File: src/rtl/mem_stage_lsu_if.sv
// Request/response channel between the EX/MEM pipeline register and the MEM-stage LSU.
// master = pipeline side, slave = LSU side.
interface mem_stage_lsu_if #(
    parameter int unsigned XLEN = 32
);
    logic            ReqValid;
    logic            ReqReady;
    logic [XLEN-1:0] ReqAddr;
    logic [XLEN-1:0] ReqData;
    logic            ReqWr;
    logic [2:0]      ReqCtrl;
    logic            Stall;
    logic            RspValid;
    logic [XLEN-1:0] RspData;
    logic            RspFault;

    modport master (
        output ReqValid, ReqAddr, ReqData, ReqWr, ReqCtrl,
        input  ReqReady, Stall, RspValid, RspData, RspFault
    );

    modport slave (
        input  ReqValid, ReqAddr, ReqData, ReqWr, ReqCtrl,
        output ReqReady, Stall, RspValid, RspData, RspFault
    );
endinterface

File: src/rtl/mem_stage_lsu.sv
// MEM-stage load/store unit: one request at a time to a big-endian byte memory; misaligned
// H/W accesses are split into byte accesses, or trapped when MISALIGN_TRAP_EN is defined.
module mem_stage_lsu #(
    parameter int unsigned XLEN      = 32,
    parameter logic [31:0] BASE_ADDR = 32'h0000_0000
) (
    input  logic            clk,
    input  logic            rst,
    mem_stage_lsu_if.slave  lsu,
    output logic [XLEN-1:0] Address,
    output logic [XLEN-1:0] DataWr,
    output logic            DMWr,
    output logic [2:0]      DMCtrl,
    input  logic [XLEN-1:0] DataRd
);
    localparam logic [2:0] CTRL_B  = 3'b000;
    localparam logic [2:0] CTRL_H  = 3'b001;
    localparam logic [2:0] CTRL_W  = 3'b010;
    localparam logic [2:0] CTRL_BU = 3'b100;
    localparam logic [2:0] CTRL_HU = 3'b101;

    typedef enum logic [1:0] {S_IDLE, S_ACCESS, S_SPLIT, S_RESP} state_t;

    state_t          state_q, state_d;

    logic [XLEN-1:0] addr_q, data_q;
    logic            wr_q;
    logic [2:0]      ctrl_q;
    logic [1:0]      idx_q, idx_d;
    logic [XLEN-9:0] acc_q, acc_d;

    logic            ready_q, ready_d;
    logic            rsp_valid_q, rsp_valid_d;
    logic [XLEN-1:0] rsp_data_q, rsp_data_d;
    logic [XLEN-1:0] address_d, datawr_d;
    logic            dmwr_d;
    logic [2:0]      dmctrl_d;
`ifdef MISALIGN_TRAP_EN
    logic            rsp_fault_q, rsp_fault_d;
`endif

    logic            accept;
    logic [XLEN-1:0] cur_addr, cur_data;
    logic            cur_wr;
    logic [2:0]      cur_ctrl;
    logic            ctrl_ok, misaligned;
    logic [1:0]      last_idx, nidx, byte_sel;
    logic [7:0]      st_byte;
    logic [XLEN-1:0] ld_raw;

    // Sign/zero extension of the assembled big-endian load value
    function automatic logic [XLEN-1:0] extend(input logic [2:0] ctrl, input logic [XLEN-1:0] raw);
        case (ctrl)
            CTRL_B:  extend = {{(XLEN-8){raw[7]}}, raw[7:0]};
            CTRL_H:  extend = {{(XLEN-16){raw[15]}}, raw[15:0]};
            CTRL_BU: extend = {{(XLEN-8){1'b0}}, raw[7:0]};
            CTRL_HU: extend = {{(XLEN-16){1'b0}}, raw[15:0]};
            default: extend = raw;
        endcase
    endfunction

    assign accept = (state_q == S_IDLE) && lsu.ReqValid;

    // In IDLE decode the live request; afterwards only the latched copy is used
    always_comb begin
        cur_addr = addr_q;
        cur_data = data_q;
        cur_wr   = wr_q;
        cur_ctrl = ctrl_q;
        if (state_q == S_IDLE) begin
            cur_addr = lsu.ReqAddr - XLEN'(BASE_ADDR);
            cur_data = lsu.ReqData;
            cur_wr   = lsu.ReqWr;
            cur_ctrl = lsu.ReqCtrl;
        end
    end

    always_comb begin
        ctrl_ok = 1'b0;
        case (cur_ctrl)
            CTRL_B, CTRL_H, CTRL_W, CTRL_BU, CTRL_HU: ctrl_ok = 1'b1;
            default:                                  ctrl_ok = 1'b0;
        endcase
    end

    assign misaligned = ctrl_ok &&
                        (((cur_ctrl[1:0] == 2'b01) && cur_addr[0]) ||
                         ((cur_ctrl[1:0] == 2'b10) && (cur_addr[1:0] != 2'b00)));
    assign last_idx   = (cur_ctrl[1:0] == 2'b10) ? 2'd3 : 2'd1;
    assign nidx       = (state_q == S_SPLIT) ? 2'(idx_q + 2'd1) : 2'd0;
    assign byte_sel   = 2'(last_idx - nidx);
    assign ld_raw     = (state_q == S_SPLIT) ? {acc_q, DataRd[7:0]} : DataRd;

    // Most significant byte goes to the lowest address
    always_comb begin
        st_byte = cur_data[7:0];
        case (byte_sel)
            2'd0:    st_byte = cur_data[7:0];
            2'd1:    st_byte = cur_data[15:8];
            2'd2:    st_byte = cur_data[23:16];
            default: st_byte = cur_data[31:24];
        endcase
    end

    always_ff @(posedge clk) begin
        if (rst) state_q <= S_IDLE;
        else     state_q <= state_d;
    end

    always_comb begin
        state_d = state_q;
        case (state_q)
            S_IDLE: begin
                if (lsu.ReqValid) begin
                    if (!ctrl_ok) begin
                        state_d = S_RESP;
                    end else if (misaligned) begin
`ifdef MISALIGN_TRAP_EN
                        state_d = S_RESP;
`else
                        state_d = S_SPLIT;
`endif
                    end else begin
                        state_d = S_ACCESS;
                    end
                end
            end
            S_ACCESS: state_d = S_RESP;
            S_SPLIT:  if (idx_q == last_idx) state_d = S_RESP;
            S_RESP:   state_d = S_IDLE;
            default:  state_d = S_IDLE;
        endcase
    end

    // Next values of the registered outputs, keyed on the state being entered
    always_comb begin
        address_d   = Address;
        datawr_d    = DataWr;
        dmctrl_d    = DMCtrl;
        dmwr_d      = 1'b0;
        idx_d       = idx_q;
        acc_d       = acc_q;
        ready_d     = (state_d == S_IDLE);
        rsp_valid_d = (state_d == S_RESP);
        rsp_data_d  = '0;
`ifdef MISALIGN_TRAP_EN
        rsp_fault_d = 1'b0;
`endif
        if (accept)                  acc_d = '0;
        else if (state_q == S_SPLIT) acc_d = {acc_q[XLEN-17:0], DataRd[7:0]};

        case (state_d)
            S_ACCESS: begin
                address_d = cur_addr;
                datawr_d  = cur_data;
                dmctrl_d  = cur_ctrl;
                dmwr_d    = cur_wr;
            end
            S_SPLIT: begin
                address_d = cur_addr + XLEN'(nidx);
                datawr_d  = cur_wr ? {{(XLEN-8){1'b0}}, st_byte} : '0;
                dmctrl_d  = cur_wr ? CTRL_B : CTRL_BU;
                dmwr_d    = cur_wr;
                idx_d     = nidx;
            end
            S_RESP: begin
                if (!cur_wr && (state_q != S_IDLE)) rsp_data_d = extend(cur_ctrl, ld_raw);
`ifdef MISALIGN_TRAP_EN
                if (state_q == S_IDLE) rsp_fault_d = misaligned;
`endif
            end
            default: ;
        endcase
    end

    always_ff @(posedge clk) begin
        if (rst) begin
            addr_q      <= '0;
            data_q      <= '0;
            wr_q        <= 1'b0;
            ctrl_q      <= CTRL_BU;
            idx_q       <= 2'd0;
            acc_q       <= '0;
            ready_q     <= 1'b1;
            rsp_valid_q <= 1'b0;
            rsp_data_q  <= '0;
            Address     <= '0;
            DataWr      <= '0;
            DMWr        <= 1'b0;
            DMCtrl      <= CTRL_BU;
`ifdef MISALIGN_TRAP_EN
            rsp_fault_q <= 1'b0;
`endif
        end else begin
            if (accept) begin
                addr_q <= cur_addr;
                data_q <= cur_data;
                wr_q   <= cur_wr;
                ctrl_q <= cur_ctrl;
            end
            idx_q       <= idx_d;
            acc_q       <= acc_d;
            ready_q     <= ready_d;
            rsp_valid_q <= rsp_valid_d;
            rsp_data_q  <= rsp_data_d;
            Address     <= address_d;
            DataWr      <= datawr_d;
            DMWr        <= dmwr_d;
            DMCtrl      <= dmctrl_d;
`ifdef MISALIGN_TRAP_EN
            rsp_fault_q <= rsp_fault_d;
`endif
        end
    end

    assign lsu.ReqReady = ready_q;
    assign lsu.Stall    = lsu.ReqValid & ~ready_q;
    assign lsu.RspValid = rsp_valid_q;
    assign lsu.RspData  = rsp_data_q;
`ifdef MISALIGN_TRAP_EN
    assign lsu.RspFault = rsp_fault_q;
`else
    assign lsu.RspFault = 1'b0;
`endif
endmodule

File: src/flat_wrapper.sv
// flat-port wrapper written by rule: the top's interface ports become plain ports
module mem_stage_lsu_flat 
#(
    parameter int unsigned XLEN      = 32,
    parameter logic [31:0] BASE_ADDR = 32'h0000_0000
)
  (clk, rst, Address, DataWr, DMWr, DMCtrl, DataRd, lsu_ReqValid, lsu_ReqAddr, lsu_ReqData, lsu_ReqWr, lsu_ReqCtrl, lsu_ReqReady, lsu_Stall, lsu_RspValid, lsu_RspData, lsu_RspFault);
  mem_stage_lsu_if #(.XLEN(XLEN)) lsu_i ();
  input  logic clk;
  input  logic rst;
  output logic [XLEN-1:0] Address;
  output logic [XLEN-1:0] DataWr;
  output logic DMWr;
  output logic [2:0] DMCtrl;
  input  logic [XLEN-1:0] DataRd;
  input wire logic [$bits(lsu_i.ReqValid)-1:0] lsu_ReqValid;
  input wire logic [$bits(lsu_i.ReqAddr)-1:0] lsu_ReqAddr;
  input wire logic [$bits(lsu_i.ReqData)-1:0] lsu_ReqData;
  input wire logic [$bits(lsu_i.ReqWr)-1:0] lsu_ReqWr;
  input wire logic [$bits(lsu_i.ReqCtrl)-1:0] lsu_ReqCtrl;
  output wire logic [$bits(lsu_i.ReqReady)-1:0] lsu_ReqReady;
  output wire logic [$bits(lsu_i.Stall)-1:0] lsu_Stall;
  output wire logic [$bits(lsu_i.RspValid)-1:0] lsu_RspValid;
  output wire logic [$bits(lsu_i.RspData)-1:0] lsu_RspData;
  output wire logic [$bits(lsu_i.RspFault)-1:0] lsu_RspFault;
  assign lsu_i.ReqValid = lsu_ReqValid;
  assign lsu_i.ReqAddr = lsu_ReqAddr;
  assign lsu_i.ReqData = lsu_ReqData;
  assign lsu_i.ReqWr = lsu_ReqWr;
  assign lsu_i.ReqCtrl = lsu_ReqCtrl;
  assign lsu_ReqReady = lsu_i.ReqReady;
  assign lsu_Stall = lsu_i.Stall;
  assign lsu_RspValid = lsu_i.RspValid;
  assign lsu_RspData = lsu_i.RspData;
  assign lsu_RspFault = lsu_i.RspFault;
  mem_stage_lsu #(.XLEN(XLEN), .BASE_ADDR(BASE_ADDR)) u_core (.clk(clk), .rst(rst), .lsu(lsu_i), .Address(Address), .DataWr(DataWr), .DMWr(DMWr), .DMCtrl(DMCtrl), .DataRd(DataRd));
endmodule
File: config.mk
export PLATFORM = sky130hd
export DESIGN_NAME = mem_stage_lsu_flat
export DESIGN_NICKNAME = d
export VERILOG_FILES = /design/src/rtl/mem_stage_lsu_if.sv /design/src/rtl/mem_stage_lsu.sv /design/src/flat_wrapper.sv
export SDC_FILE = /design/constraint.sdc
export NUM_CORES = 1
export LEC_CHECK = 0
export ABC_CLOCK_PERIOD_IN_PS = 10810
export BUFFER_PORTS_ARGS = -buffer_cell sky130_fd_sc_hd__buf_2
export CAP_MARGIN = 0
export CORE_AREA = 2 2 176 126
export CTS_BUF_LIST = sky130_fd_sc_hd__clkbuf_16
export DETAILED_ROUTE_END_ITERATION = 6
export DIE_AREA = 0 0 178 128
export GPL_TIMING_DRIVEN = 0
export PLACE_DENSITY = 0.67
export SYNTH_ARGS = -nofsm -noshare
export SYNTH_HDL_FRONTEND = slang
export SYNTH_SLANG_ARGS = --single-unit
File: constraint.sdc
create_clock -name clk -period 10.81 [get_ports clk]
set_input_delay 1.081 -clock clk [delete_from_list [all_inputs] [get_ports clk]]
set_output_delay 1.081 -clock clk [all_outputs]
set_load 0.03 [all_outputs]
After elaboration in Yosys (flattened, before gate mapping)
Index checks and enable logic that the tools add are counted.
{"block": "totals", "ff_bits": 198, "in_bits": 103, "wordCells": 76, "output_inout_bits": 104}
{"block": "classes", "muxes": 20, "n_reduce_logical": 19, "n_addsub": 3, "n_eq_ne": 15, "bitwise": 5}
{"cell": "$pmux 32 s2", "count": 2}
{"cell": "$pmux 32 s4", "count": 1}
{"cell": "$mux 32", "count": 3}
{"cell": "$add 32x2->32", "count": 1}
{"cell": "$pmux 8 s3", "count": 1}
{"cell": "$eq 2x2->1 const B", "count": 6}
{"cell": "$mux 2", "count": 6}
{"cell": "$eq 2x1->1 const B", "count": 4}
{"cell": "$mux 8", "count": 1}
{"cell": "$pmux 2 s4", "count": 1}
{"cell": "$eq 3x3->1 const B", "count": 2}
{"cell": "$logic_not 2->1", "count": 3}
{"cell": "$mux 3", "count": 2}
{"cell": "$pmux 3 s2", "count": 1}
{"cell": "$reduce_bool 2->1", "count": 3}
{"cell": "$reduce_or 2->1", "count": 3}
{"cell": "$logic_and 1x1->1", "count": 5}
{"cell": "$reduce_or 5->1", "count": 1}
{"cell": "$not 1->1", "count": 4}
{"cell": "$eq 3x1->1 const B", "count": 1}
{"cell": "$eq 3x2->1 const B", "count": 1}
{"cell": "$logic_not 3->1", "count": 1}
{"cell": "$reduce_or 3->1", "count": 1}
{"cell": "$add 2x1->2 const B", "count": 1}
{"cell": "other kinds (6)", "count": 7}

Depth between registers and ports, before layout
Gate-level depths: netlist of the first run.
{"block": "depth", "word_depth": 14, "mapped_depth": 18, "mapped_depth_nobuf": 15}

Worst setup path after synthesis of the first run
Ideal clock, no wire load.
{"block": "synth_timing", "kind": "in2reg", "from": "input port lsu_ReqCtrl[0]", "to": "register u_core.Address[21]", "required_ns": 10.715, "setup_time_ns": 0.095, "slack_ns": 7.263, "n_path_buf": 2, "arrival_time_ns": 3.452, "stages": 12, "path_cell_list": "mux2_2 > o21ai_0 > o2111ai_1 > o211a_1 > a21oi_1 > inv_1 > ha_1 > clkbuf_1 > nor2b_1 > clkbuf_1 > o211ai_1 > o311ai_1"}
{"block": "synth_between", "elab_chain_len": 11, "word_cells_on_any_way": 25, "cone_classes": "eq/ne: 9; mux: 9; reduce/logical: 7"}
{"element": "start, declared", "line_no": "flat_wrapper.sv:20", "source": "input wire logic [$bits(lsu_i.ReqCtrl)-1:0] lsu_ReqCtrl;"}
{"element": "$mux 3 *", "line_no": "mem_stage_lsu.sv:70", "source": "if (state_q == S_IDLE) begin"}
{"element": "$eq 3x2->1, or another cell as far along", "line_no": "mem_stage_lsu.sv:80", "source": "case (cur_ctrl)"}
{"element": "$reduce_or 5->1, or another cell as far along", "line_no": "mem_stage_lsu.sv:80"}
{"element": "$mux 1 / $logic_or 1x1->1 (equally long branches)", "line_no": "mem_stage_lsu.sv:80, mem_stage_lsu.sv:87"}
{"element": "$logic_and 1x1->1", "line_no": "mem_stage_lsu.sv:86", "source": "assign misaligned = ctrl_ok &&"}
{"element": "$mux 2", "line_no": "mem_stage_lsu.sv:117", "source": "end else if (misaligned) begin"}
{"element": "$mux 2", "line_no": "mem_stage_lsu.sv:115", "source": "if (!ctrl_ok) begin"}
{"element": "$mux 2", "line_no": "mem_stage_lsu.sv:114", "source": "if (lsu.ReqValid) begin"}
{"element": "$pmux 2 s4 *", "line_no": "mem_stage_lsu.sv:112", "source": "case (state_q)"}
{"element": "named net u_core.state_d[0]", "line_no": "mem_stage_lsu.sv:24", "source": "state_t state_q, state_d;"}
{"element": "$eq 2x2->1 / $eq 2x1->1 (equally long branches)", "line_no": "mem_stage_lsu.sv:152", "source": "case (state_d)"}
{"element": "$pmux 32 s2 / $reduce_bool 2->1 (equally long branches)"}
{"element": "end signal, assigned", "line_no": "mem_stage_lsu.sv:206", "source": "Address <= address_d;"}
{"element": "end, declared", "line_no": "mem_stage_lsu.sv:10", "source": "output logic [XLEN-1:0] Address,"}
The timed path passes the listed nets; every way through them passes the cells marked *.
A chain may end at the register's enable or synchronous reset.

Final worst setup path of the first run
{"block": "layout_timing", "from": "register u_core.state_q[0]", "to": "register u_core.Address[20]"}
{"block": "layout_between", "elab_chain_len": 12, "word_cells_on_any_way": 33, "cone_classes": "add/sub: 1; eq/ne: 12; mux: 11; reduce/logical: 9"}
{"element": "start, declared", "line_no": "mem_stage_lsu.sv:24"}
{"element": "start signal, assigned", "line_no": "mem_stage_lsu.sv:107", "source": "else state_q <= state_d;"}
{"element": "$logic_not 2->1", "line_no": "mem_stage_lsu.sv:70, mem_stage_lsu.sv:112"}
{"element": "$mux 3 / $mux 32 (equally long branches)", "line_no": "mem_stage_lsu.sv:70"}
{"element": "$eq 3x2->1, or another cell as far along", "line_no": "mem_stage_lsu.sv:80"}
{"element": "$reduce_or 5->1, or another cell as far along", "line_no": "mem_stage_lsu.sv:80"}
{"element": "$mux 1 / $logic_or 1x1->1 (equally long branches)", "line_no": "mem_stage_lsu.sv:80, mem_stage_lsu.sv:87"}
{"element": "$logic_and 1x1->1", "line_no": "mem_stage_lsu.sv:86"}
{"element": "$mux 2", "line_no": "mem_stage_lsu.sv:117"}
{"element": "$mux 2", "line_no": "mem_stage_lsu.sv:115"}
{"element": "$mux 2", "line_no": "mem_stage_lsu.sv:114"}
{"element": "$pmux 2 s4 *", "line_no": "mem_stage_lsu.sv:112"}
{"element": "named net u_core.state_d[0]", "line_no": "mem_stage_lsu.sv:24"}
{"element": "$eq 2x2->1 / $eq 2x1->1 (equally long branches)", "line_no": "mem_stage_lsu.sv:152"}
{"element": "$pmux 32 s2 / $reduce_bool 2->1 (equally long branches)"}
Marked as above.

==> out/results.txt, run 1 <==
Fin. Hold Viols: 0
Die Y-Extent: 128 um
Async set-or-reset flop fraction in the synthesized netlist: 0%
Kind of cell adding the most delay to the critical path: buffers and inverters
H-tree depth: 4
Top Ports: 207
LEAKAGE: 0.00479 uW
Starting DRC count in detailed routing: 792
Total number of vias: 8790
Final #Nets: 1426
Clock Skews: 17.2 ps
Combinational family with the most area after synthesis: simple AND/OR/NAND/NOR gates
Tmin final: 4790 ps
Outcome: finished clean
Sum Neg Setup Slack: 0 ps
Critical Path AT: 5120 ps
Period utilisation layout: 44.3%
Worst Slack Setup Final: 6020 ps
Critical path class: flop to flop
DRC Markers: 0
Seq/Total Area, Yosys: 42.4%
Pre-CTS setup slack: 6080 ps
Most used DFF post-synth: dfxtp_1
Port bufs: 205
Proportion of synthesized area in mux cells: 15.9%
Die area: 22800 um^2
Slew @ Worst Pin: 843 ps
Post-synthesis cell type count: 60
Xor and xnor fraction of the mapped netlist area: 1.67%
Total CTS buffers: 17
CP max stage cell: nor2b_1
Layout cells sized above 1: 26.5%
# setup viols final: 0
Avg WL per Cell: 18.3 um
Slew Limit Fails: 0
FILL cells: 2045
Syn. warnings: 0
Resize count post-CTS: 0
Grt ovf: 0
First-pass DRT Iterations: 5
Synth Register Bits: 198
Maximum fanout along the worst path: 10
CTS sink cnt: 198
Pwr Density: 314 nW/um^2
Synth Area in Compound Gates: 12.6%
RSZ-0062 raised after global routing: no
First-pass GRT wire length: 44500 um
Hold Buf Count CTS: 0
CP Buf/Inv Count: 6
Vias in the first global route: 8069
Post-synthesis cell count: 1090
Dpl hpwl: 21900 um
Clk_lat worst skew: 450 ps
Post-DRT Antenna Nets: 0
Initial antenna violation count: 0
Adder-Cell Fraction of Synth Area: 1.28%
Placer congestion estimate: 0.906
VDD IR max: 0.221 mV
Worst hold path type: flop to flop
Area grow syn2layout: 21.4%
TritonCTS clock tree: yes
Simple-gate share of the synthesized area: 21.8%
Critical Path Sink Type: flop
Number of synthesized flops with an enable pin: 0
Core Region: 21200 um^2
DR vias/cell: 5.46
Total track usage: 25.4%
Maxcap violations: 0
Clock-pin slew on the worst setup and hold paths: 80 ps
Max_slew headroom: 43.3%
Postcts setup bufs: 0
Worst EP required: 11150 ps
Pin count of the biggest net entering global routing: 22
Fmax: 0.209 GHz
Root Buffer: clkbuf_16
Cell row count: 45
Syn Area/Cell: 8.59 um^2
Die W: 178 um
Worst path max stage delay: 500 ps
N_diodes: 0
Startpoint types: flop
Post-Syn Area: 9360 um^2
Routed WL: 29400 um
Initial core utilization: 44.1%
Synth Net Count: 1202
Clock buffer depth: 2
Crit-path cells: inv_1 > ha_1 > buf_2 > buf_2 > mux2_2 > o21ai_0 > o2111ai_1 > o211a_1 > a21oi_1 > inv_1 > ha_1 > clkbuf_1 > nor2b_1 > clkbuf_1 > nand4_1 > o311ai_0
-- worst paths after layout --
kind | start | endpoint | slack [ps] | depth (start not counted)
max | u_core.state_q[0] | u_core.Address[20] | 6020 | 16
max reg2reg | u_core.state_q[0] | u_core.Address[20] | 6020 | 16
min | u_core.data_q[5] | u_core.data_q[5] | 460 | 2
min reg2reg | u_core.data_q[5] | u_core.data_q[5] | 460 | 2
-- per-layer routing --
layer / GRT usage, % / wire length [um] / up-vias
li1: - / - / 4208
met1: 37.0 / 13800 / 4187
met2: 38.0 / 12500 / 363
met3: 5.07 / 2580 / 32
met4: 7.43 / 499 / 0
met5: 0 / 0 / -
-- Yosys cell counts, types with 3 or more instances --
master	number	area [um^2]
mux2_2	65	732
inv_1	18	67.6
or3_1	5	31.3
nand4b_1	4	35.0
buf_1	9	33.8
nand3b_1	8	60.1
a21oi_1	140	701
mux2i_1	56	561
nand2b_1	19	119
or3b_2	3	26.3
ha_1	8	100
o311ai_0	6	52.6
dfxtp_1	198	3960
clkbuf_1	49	184
buf_2	11	55.1
nor2b_1	38	238
o311ai_1	4	35.0
a22oi_1	3	22.5
buf_4	6	45.0
nor2_1	77	289
o22ai_1	11	68.8
nor3_1	9	45.0
mux4_2	8	180
nand4_1	12	75.1
and2_1	12	75.1
nor3b_1	3	22.5
a211o_1	3	26.3
xor2_1	9	78.8
o21ai_0	19	95.1
xnor2_1	7	61.3
a31o_2	8	70.1
nand2_1	198	743
nand3_1	30	150
-- worst register-to-register path: cells and delay by family (launching register included) --
kind,cells,cell delay [ps]
simple gates,2,680
flops,1,340
compound gates,5,910
buf+inv,6,1760
fa+ha+maj,2,610
mux,1,410
-- power by group --
part	internal (uW)	switching, uW	total (uW)
Combinational	686	1270	1950
Clock	338	337	675
Sequential	861	72.8	934
-- per-stage QoR --
stage / cell area [um^2] / util (%) / hold slack [ps] / total power (uW) / cells
3_3_place_gp: 10700 / 50.6 / 439 / 2850 / 1577
3_5_place_dp: 10700 / 50.6 / 445 / 2870 / 1577
5_1_grt: 11400 / 53.5 / 480 / 3770 / 1609
2_1_floorplan: 9360 / - / 434 / 2290 / 1090
4_1_cts: 11400 / 53.5 / 455 / 3550 / 1609
6_report: 11400 / 53.5 / 456 / 3560 / 1609
-- kinds of logic (layout without fill, tap and decap cells) --
group,Yosys count,in the layout
buffers and inverters,95,332
xor gates and xnor gates,17,17
other,1,1
muxes,130,130
adders and majority gates,9,9
DFF,198,198
and+or+nand+nor,433,433
AOI/OAI and AO/OA,207,207
-- area by class of cell --
cell class | instances | area, um^2 | area share [%]
Buffer | 77 | 340 | 2.99
Clock buffer | 17 | 425 | 3.74
Clock inverter | 15 | 203 | 1.78
Inverter | 18 | 67.6 | 0.595
Multi-Input combinational cell | 797 | 4990 | 43.9
Sequential cell | 198 | 3960 | 34.9
Tap cell | 282 | 353 | 3.10
Timing Repair Buffer | 205 | 1030 | 9.03
-- placed cells by master (no fill, tap or decap), types with 9 or more instances in the layout --
master / synthesis / layout
nand3_1: 30 / 30
buf_2: 11 / 216
inv_1: 18 / 18
nand4_1: 12 / 12
xor2_1: 9 / 9
dfxtp_1: 198 / 198
clkbuf_16: 0 / 17
buf_1: 9 / 9
o21ai_0: 19 / 19
mux2_2: 65 / 65
o22ai_1: 11 / 11
clkbuf_1: 49 / 49
a21oi_1: 140 / 140
nand2b_1: 19 / 19
nor3_1: 9 / 9
nor2_1: 77 / 77
nor2b_1: 38 / 38
and2_1: 12 / 12
mux2i_1: 56 / 56
nand2_1: 198 / 198
-- flip-flops by register name, indices dropped and copies added (netlist names), 3 cells and up --
name                cells
u_core.ctrl_q           3
u_core.Address         32
u_core.addr_q          32
u_core.DMCtrl           3
u_core.lsu.RspData     32
u_core.data_q          32
u_core.DataWr          32
u_core.acc_q           24
Power figures use the tool's default switching activity.
==> run 2: changes to the inputs <==
- ABC_CLOCK_PERIOD_IN_PS: 10810 -> 4900
- clock period: 10.81 -> 4.9 ns (I/O delays scaled with it)
==> out/results.txt, run 2 (synthesis results as in run 1) <==
Most common cell after layout, fill and taps aside: buf_2
Post-DRT Antenna Nets: 0 (unchanged)
Max_slew headroom: 43.1% (-0.24 points)
Die Y-Extent: 128 um (unchanged)
Pwr Density: 692 nW/um^2 (+120%)
Dpl hpwl: 21900 um (unchanged)
H-tree depth: 4 (unchanged)
DR vias/cell: 5.44 (-0.36%)
VDD IR max: 0.488 mV (+120%)
GR met1 Demand/Resource: 37.0% (unchanged)
Met3 Use GR: 5.07% (unchanged)
Sum Neg Setup Slack: 0 ps (unchanged)
Avg WL per Cell: 18.3 um (+0.15%)
Pin count of the biggest net entering global routing: 22 (unchanged)
Postcts setup bufs: 0 (unchanged)
Clock buffer depth: 2 (unchanged)
Startpoint types: flop
Crit-path cells: inv_1 > ha_1 > buf_2 > buf_2 > mux2_2 > o21ai_0 > o2111ai_1 > o211a_1 > a21oi_1 > inv_1 > ha_1 > clkbuf_1 > nor2b_2 > clkbuf_1 > nand4_1 > o311ai_0
Vias in the first global route: 8069 (unchanged)
TritonCTS clock tree: yes
Routed WL: 29500 um (+0.15%)
Fmax: 0.212 GHz (+1.3%)
Clock-pin slew on the worst setup and hold paths: 90 ps (about the same)
Clk_lat worst skew: 440 ps (about the same)
Placed cell areas: 10700 um^2 (unchanged)
Critical Path Sink Type: flop
Total track usage: 25.4% (unchanged)
Worst EP required: 5230 ps (-5920 ps)
Final Instance Area: 11400 um^2 (about the same)
Port bufs: 205 (unchanged)
Core Region: 21200 um^2 (unchanged)
Outcome: finished clean
Worst path max stage delay: 480 ps (-20 ps)
First-pass DRT Iterations: 6 (+1)
Grt ovf: 0 (unchanged)
Kind of cell adding the most delay to the critical path: buffers and inverters
Worst hold path type: primary input to flop
Most frequent cells in the layout: 216 x buf_2, 198 x nand2_1, 198 x dfxtp_1
Initial core utilization: 44.1% (unchanged)
Tmin final: 4720 ps (-63.2 ps)
Maxcap violations: 0 (unchanged)
CP Buf/Inv Count: 6 (unchanged)
First-pass GRT wire length: 44500 um (unchanged)
Maximum fanout along the worst path: 10 (unchanged)
Area grow syn2layout: 21.5% (about the same)
Starting DRC count in detailed routing: 751 (-5.2%)
Slew @ Worst Pin: 847 ps (+3.62 ps)
Placer congestion estimate: 0.906 (unchanged)
# setup viols final: 0 (unchanged)
Cell row count: 45 (unchanged)
Total number of vias: 8758 (-0.36%)
Slew Limit Fails: 0 (unchanged)
Critical path class: flop to flop
Met2 Resource Use GR: 38.0% (unchanged)
RSZ-0062 raised after global routing: no
Grt peak-use layer: met2
Root Buffer: clkbuf_16
Critical Path AT: 5060 ps (-60 ps)
Final #Nets: 1426 (unchanged)
Total CTS buffers: 17 (unchanged)
Period utilisation layout: 96.4% (+52 points)
Fin. Hold Viols: 0 (unchanged)
Resize count post-CTS: 0 (unchanged)
LEAKAGE: 0.00479 uW (about the same)
N_diodes: 0 (unchanged)
Die area: 22800 um^2 (unchanged)
CP max stage cell: clkbuf_1
Layout cells sized above 1: 26.5% (+0.075 points)
DRC Markers: 0 (unchanged)
Clock Skews: 15.7 ps (-1.50 ps)
Top Ports: 207 (unchanged)
CTS sink cnt: 198 (unchanged)
Die W: 178 um (unchanged)
Initial antenna violation count: 0 (unchanged)
Hold Buf Count CTS: 0 (unchanged)
[run 2: cell count changes in the layout (fill, tap and decap cells not counted)]
cell     change
nor2b_1      -1
nor2b_2      +1
[run 2: area by class of cell]
class | instances | area, um^2
Tap cell | 282 | 353
Timing Repair Buffer | 205 | 1030
Multi-Input combinational cell | 797 | 4990
Sequential cell | 198 | 3960
Buffer | 77 | 340
Clock inverter | 15 | 203
Clock buffer | 17 | 425
Inverter | 18 | 67.6
Fill cell | 2044 | 9860
[run 2: routing by layer]
metal | up-vias | routed length [um]
li1 | 4198 | -
met3 | 36 | 2560
met2 | 374 | 12500
met5 | - | 0
met4 | 0 | 506
met1 | 4150 | 13900
[run 2: final timing paths]
check | start | endpoint | slack [ps] | cells after the start
max | u_core.state_q[0] | u_core.Address[20] | 180 | 16
max reg2reg | u_core.state_q[0] | u_core.Address[20] | 180 | 16
min | DataRd[6] | u_core.lsu.RspData[6] | 250 | 2
min reg2reg | u_core.data_q[5] | u_core.data_q[5] | 460 | 2
[run 2: through the flow]
step / std cells / hold WS (ps) / utilization, % / setup slack (ps) / total power [uW]
after floorplan: 1090 / 434 / - / 1400 / 5060
after global placement: 1577 / 439 / 50.6 / 261 / 6280
after detailed placement: 1577 / 445 / 50.6 / 174 / 6340
after CTS: 1609 / 243 / 53.5 / 132 / 7820
after global routing: 1609 / 248 / 53.6 / 14.2 / 8310
final: 1609 / 254 / 53.6 / 176 / 7860
[run 2: report_power, final]
part	internal [uW]	total (uW)	switching, uW
clock network	746	1480	737
logic	1520	4320	2810
registers	1900	2060	161
total	4160	7860	3700
==> run 3: changes to the inputs <==
- ABC_AREA: default -> 1
- ABC_CLOCK_PERIOD_IN_PS: 4900 -> default
- CORE_AREA: 2 2 176 126 -> 2 2 174 125
- DIE_AREA: 0 0 178 128 -> 0 0 176 127
- PLACE_DENSITY: 0.67 -> 0.68
==> out/results.txt, run 3 <==
Outcome: finished clean
Tmin final: 4450 ps (-270 ps)
Worst hold path type: primary input to flop
RSZ-0062 raised after global routing: no
First-pass DRT Iterations: 5 (-1)
Number of synthesized flops with an enable pin: 0 (unchanged)
Share of the synthesized area in the top cell type: 43.3% (+0.93 points)
CP Buf/Inv Count: 9 (+3)
Root Buffer: clkbuf_16
TritonCTS clock tree: yes
H-tree depth: 4 (unchanged)
First-pass GRT wire length: 46400 um (+4.2%)
CTS sink cnt: 198 (unchanged)
FILL cells: 2027 (-0.83%)
Top Ports: 207 (unchanged)
Fin. Hold Viols: 0 (unchanged)
Clock-pin slew on the worst setup and hold paths: 70 ps (-20 ps)
Crit-path cells: inv_1 > ha_1 > buf_6 > buf_12 > buf_12 > buf_6 > clkbuf_1 > o211ai_1 > nand2_1 > ha_1 > buf_2 > inv_2 > nor2_1 > clkbuf_1 > a22o_1 > nand2_1 > nand2_1
Clock buffer depth: 2 (unchanged)
Maximum fanout along the worst path: 10 (unchanged)
Sum Neg Setup Slack: 0 ps (unchanged)
Total number of vias: 9566 (+9.2%)
Routed WL: 30300 um (+2.9%)
Cell row count: 44 (-2.2%)
Layout cells sized above 1: 20.8% (-5.7 points)
Placer congestion estimate: 0.967 (+6.7%)
VDD IR max: 0.335 mV (-31%)
Most used DFF post-synth: dfxtp_1
Count leader, synth: nand2_1
Initial antenna violation count: 1 (+1)
Clk_lat worst skew: 440 ps (about the same)
Critical Path AT: 4840 ps (-220 ps)
LEAKAGE: 0.00508 uW (+6.1%)
Final #Nets: 1634 (+15%)
Postcts setup bufs: 0 (unchanged)
Initial core utilization: 44.6% (+0.51 points)
DRC Markers: 0 (unchanged)
Die W: 176 um (-1.1%)
Critical Path Sink Type: flop
Maxcap violations: 0 (unchanged)
Worst path max stage delay: 590 ps (+110 ps)
Most frequent cells in the layout: 363 x nand2_1, 216 x buf_2, 198 x dfxtp_1
Max_slew headroom: 49.5% (+6.4 points)
Layout Utilization: 54.2% (+0.69 points)
Grt ovf: 0 (unchanged)
# setup viols final: 0 (unchanged)
Seq/Total Area, Yosys: 43.3% (+0.93 points)
Fmax: 0.225 GHz (+6.1%)
Area grow syn2layout: 21.6%
Pwr Density: 723 nW/um^2 (+4.5%)
Dpl hpwl: 23200 um (+6.0%)
Syn Area/Cell: 7.06 um^2 (-18%)
N_diodes: 0 (unchanged)
Slew Limit Fails: 0 (unchanged)
Starting DRC count in detailed routing: 802 (+6.8%)
Cell taking the most area after synthesis: dfxtp_1
Core Region: 20500 um^2 (-3.3%)
Critical path class: flop to flop
Slew @ Worst Pin: 757 ps (-89.7 ps)
Startpoint types: flop
Pin count of the biggest net entering global routing: 20 (-9.1%)
CP dominant cell by count: nand2_1
Synth cell count leaders: 363 x nand2_1, 198 x dfxtp_1, 127 x a21oi_1
Worst EP required: 5290 ps (+60 ps)
Syn. warnings: 0 (unchanged)
Kind of cell adding the most delay to the critical path: buffers and inverters
Synth top area cells: dfxtp_1 43%, nand2_1 15%, a21oi_1 6.9%, o21ai_0 5.5%, nor2_1 5.0%
Post-synthesis cell count: 1298 (+19%)
Synth Net Count: 1410 (+17%)
Clock Skews: 10.2 ps (-5.50 ps)
CP max stage cell: clkbuf_1
Die area: 22400 um^2 (-1.9%)
DR vias/cell: 5.28 (-3.0%)
Resize count post-CTS: 0 (unchanged)
Avg WL per Cell: 16.7 um (-8.6%)
Hold Buf Count CTS: 0 (unchanged)
Port bufs: 205 (unchanged)
Total CTS buffers: 17 (unchanged)
Post-DRT Antenna Nets: 0 (unchanged)
Post-synthesis cell type count: 44 (-27%)
Async set-or-reset flop fraction in the synthesized netlist: 0% (unchanged)
Die Y-Extent: 127 um (-0.78%)
Post-Syn Area: 9160 um^2 (-2.1%)
Synth Register Bits: 198 (unchanged)
Vias in the first global route: 8441 (+4.6%)
Period utilisation layout: 90.9% (-5.5 points)
Total track usage: 26.9% (+1.5 points)
Most common cell after layout, fill and taps aside: nand2_1
## run 3: stage by stage
stage | std cells | hold WS, ps | total power, uW | worst slack, ps | instance area [um^2]
floorplan | 1298 | 441 | 5150 | 1630 | 9160
global placement | 1779 | 448 | 6440 | 673 | 10500
detailed placement | 1779 | 453 | 6500 | 627 | 10500
CTS | 1811 | 260 | 7990 | 562 | 11100
global route | 1811 | 264 | 8580 | 68.5 | 11100
finish | 1811 | 271 | 8050 | 447 | 11100
## run 3: final cells by class
type,instances,area [um^2],area share [%]
multi-input cells,917,4410,39.6
plain buffers,72,365,3.28
clock inverters,15,184,1.65
inverters,111,417,3.74
flip-flops and latches,198,3960,35.6
repair buffers,205,1030,9.21
well taps,276,345,3.10
clock buffers,17,425,3.82
## run 3: logic make-up (layout without fill, tap and decap cells)
group / count (synthesis) / count (layout) / synth area share [%]
buffers and inverters: 183 / 420 / 8.54
AO/OA/AOI/OAI: 300 / 300 / 18.1
XOR/XNOR: 14 / 14 / 1.42
flip-flops: 198 / 198 / 43.3
adder cells (fa/ha/maj): 9 / 9 / 1.31
other: 1 / 1 / 0.0409
AND/OR/NAND/NOR: 593 / 593 / 27.3
## run 3: metal layers
metal	global-route usage, %	wire length [um]	up-vias
li1	-	-	4658
met3	5.21	2700	33
met5	0	9	-
met4	7.00	457	2
met2	38.4	12300	401
met1	41.2	14800	4472
## run 3: path summary, 6_finish.rpt
| check | cells after the start | startpoint | slack, ps | to |
|---|---|---|---|---|
| max | 17 | u_core.state_q[0] | 450 | u_core.DataWr[5] |
| min | 3 | DataRd[0] | 270 | u_core.lsu.RspData[0] |
| max reg2reg | 17 | u_core.state_q[0] | 450 | u_core.DataWr[5] |
| min reg2reg | 2 | u_core.DataWr[29] | 460 | u_core.DataWr[29] |
## run 3: tightest hold or removal path, cell delays in order
cell and delay (ps):
buf_2 100, inv_1 40, nor2_1 30
## run 3: where the power goes
| group | internal, uW | total, uW | switching (uW) |
|---|---|---|---|
| clock network | 775 | 1480 | 705 |
| logic | 1240 | 4440 | 3210 |
| registers | 1970 | 2130 | 156 |
| total | 3980 | 8050 | 4070 |
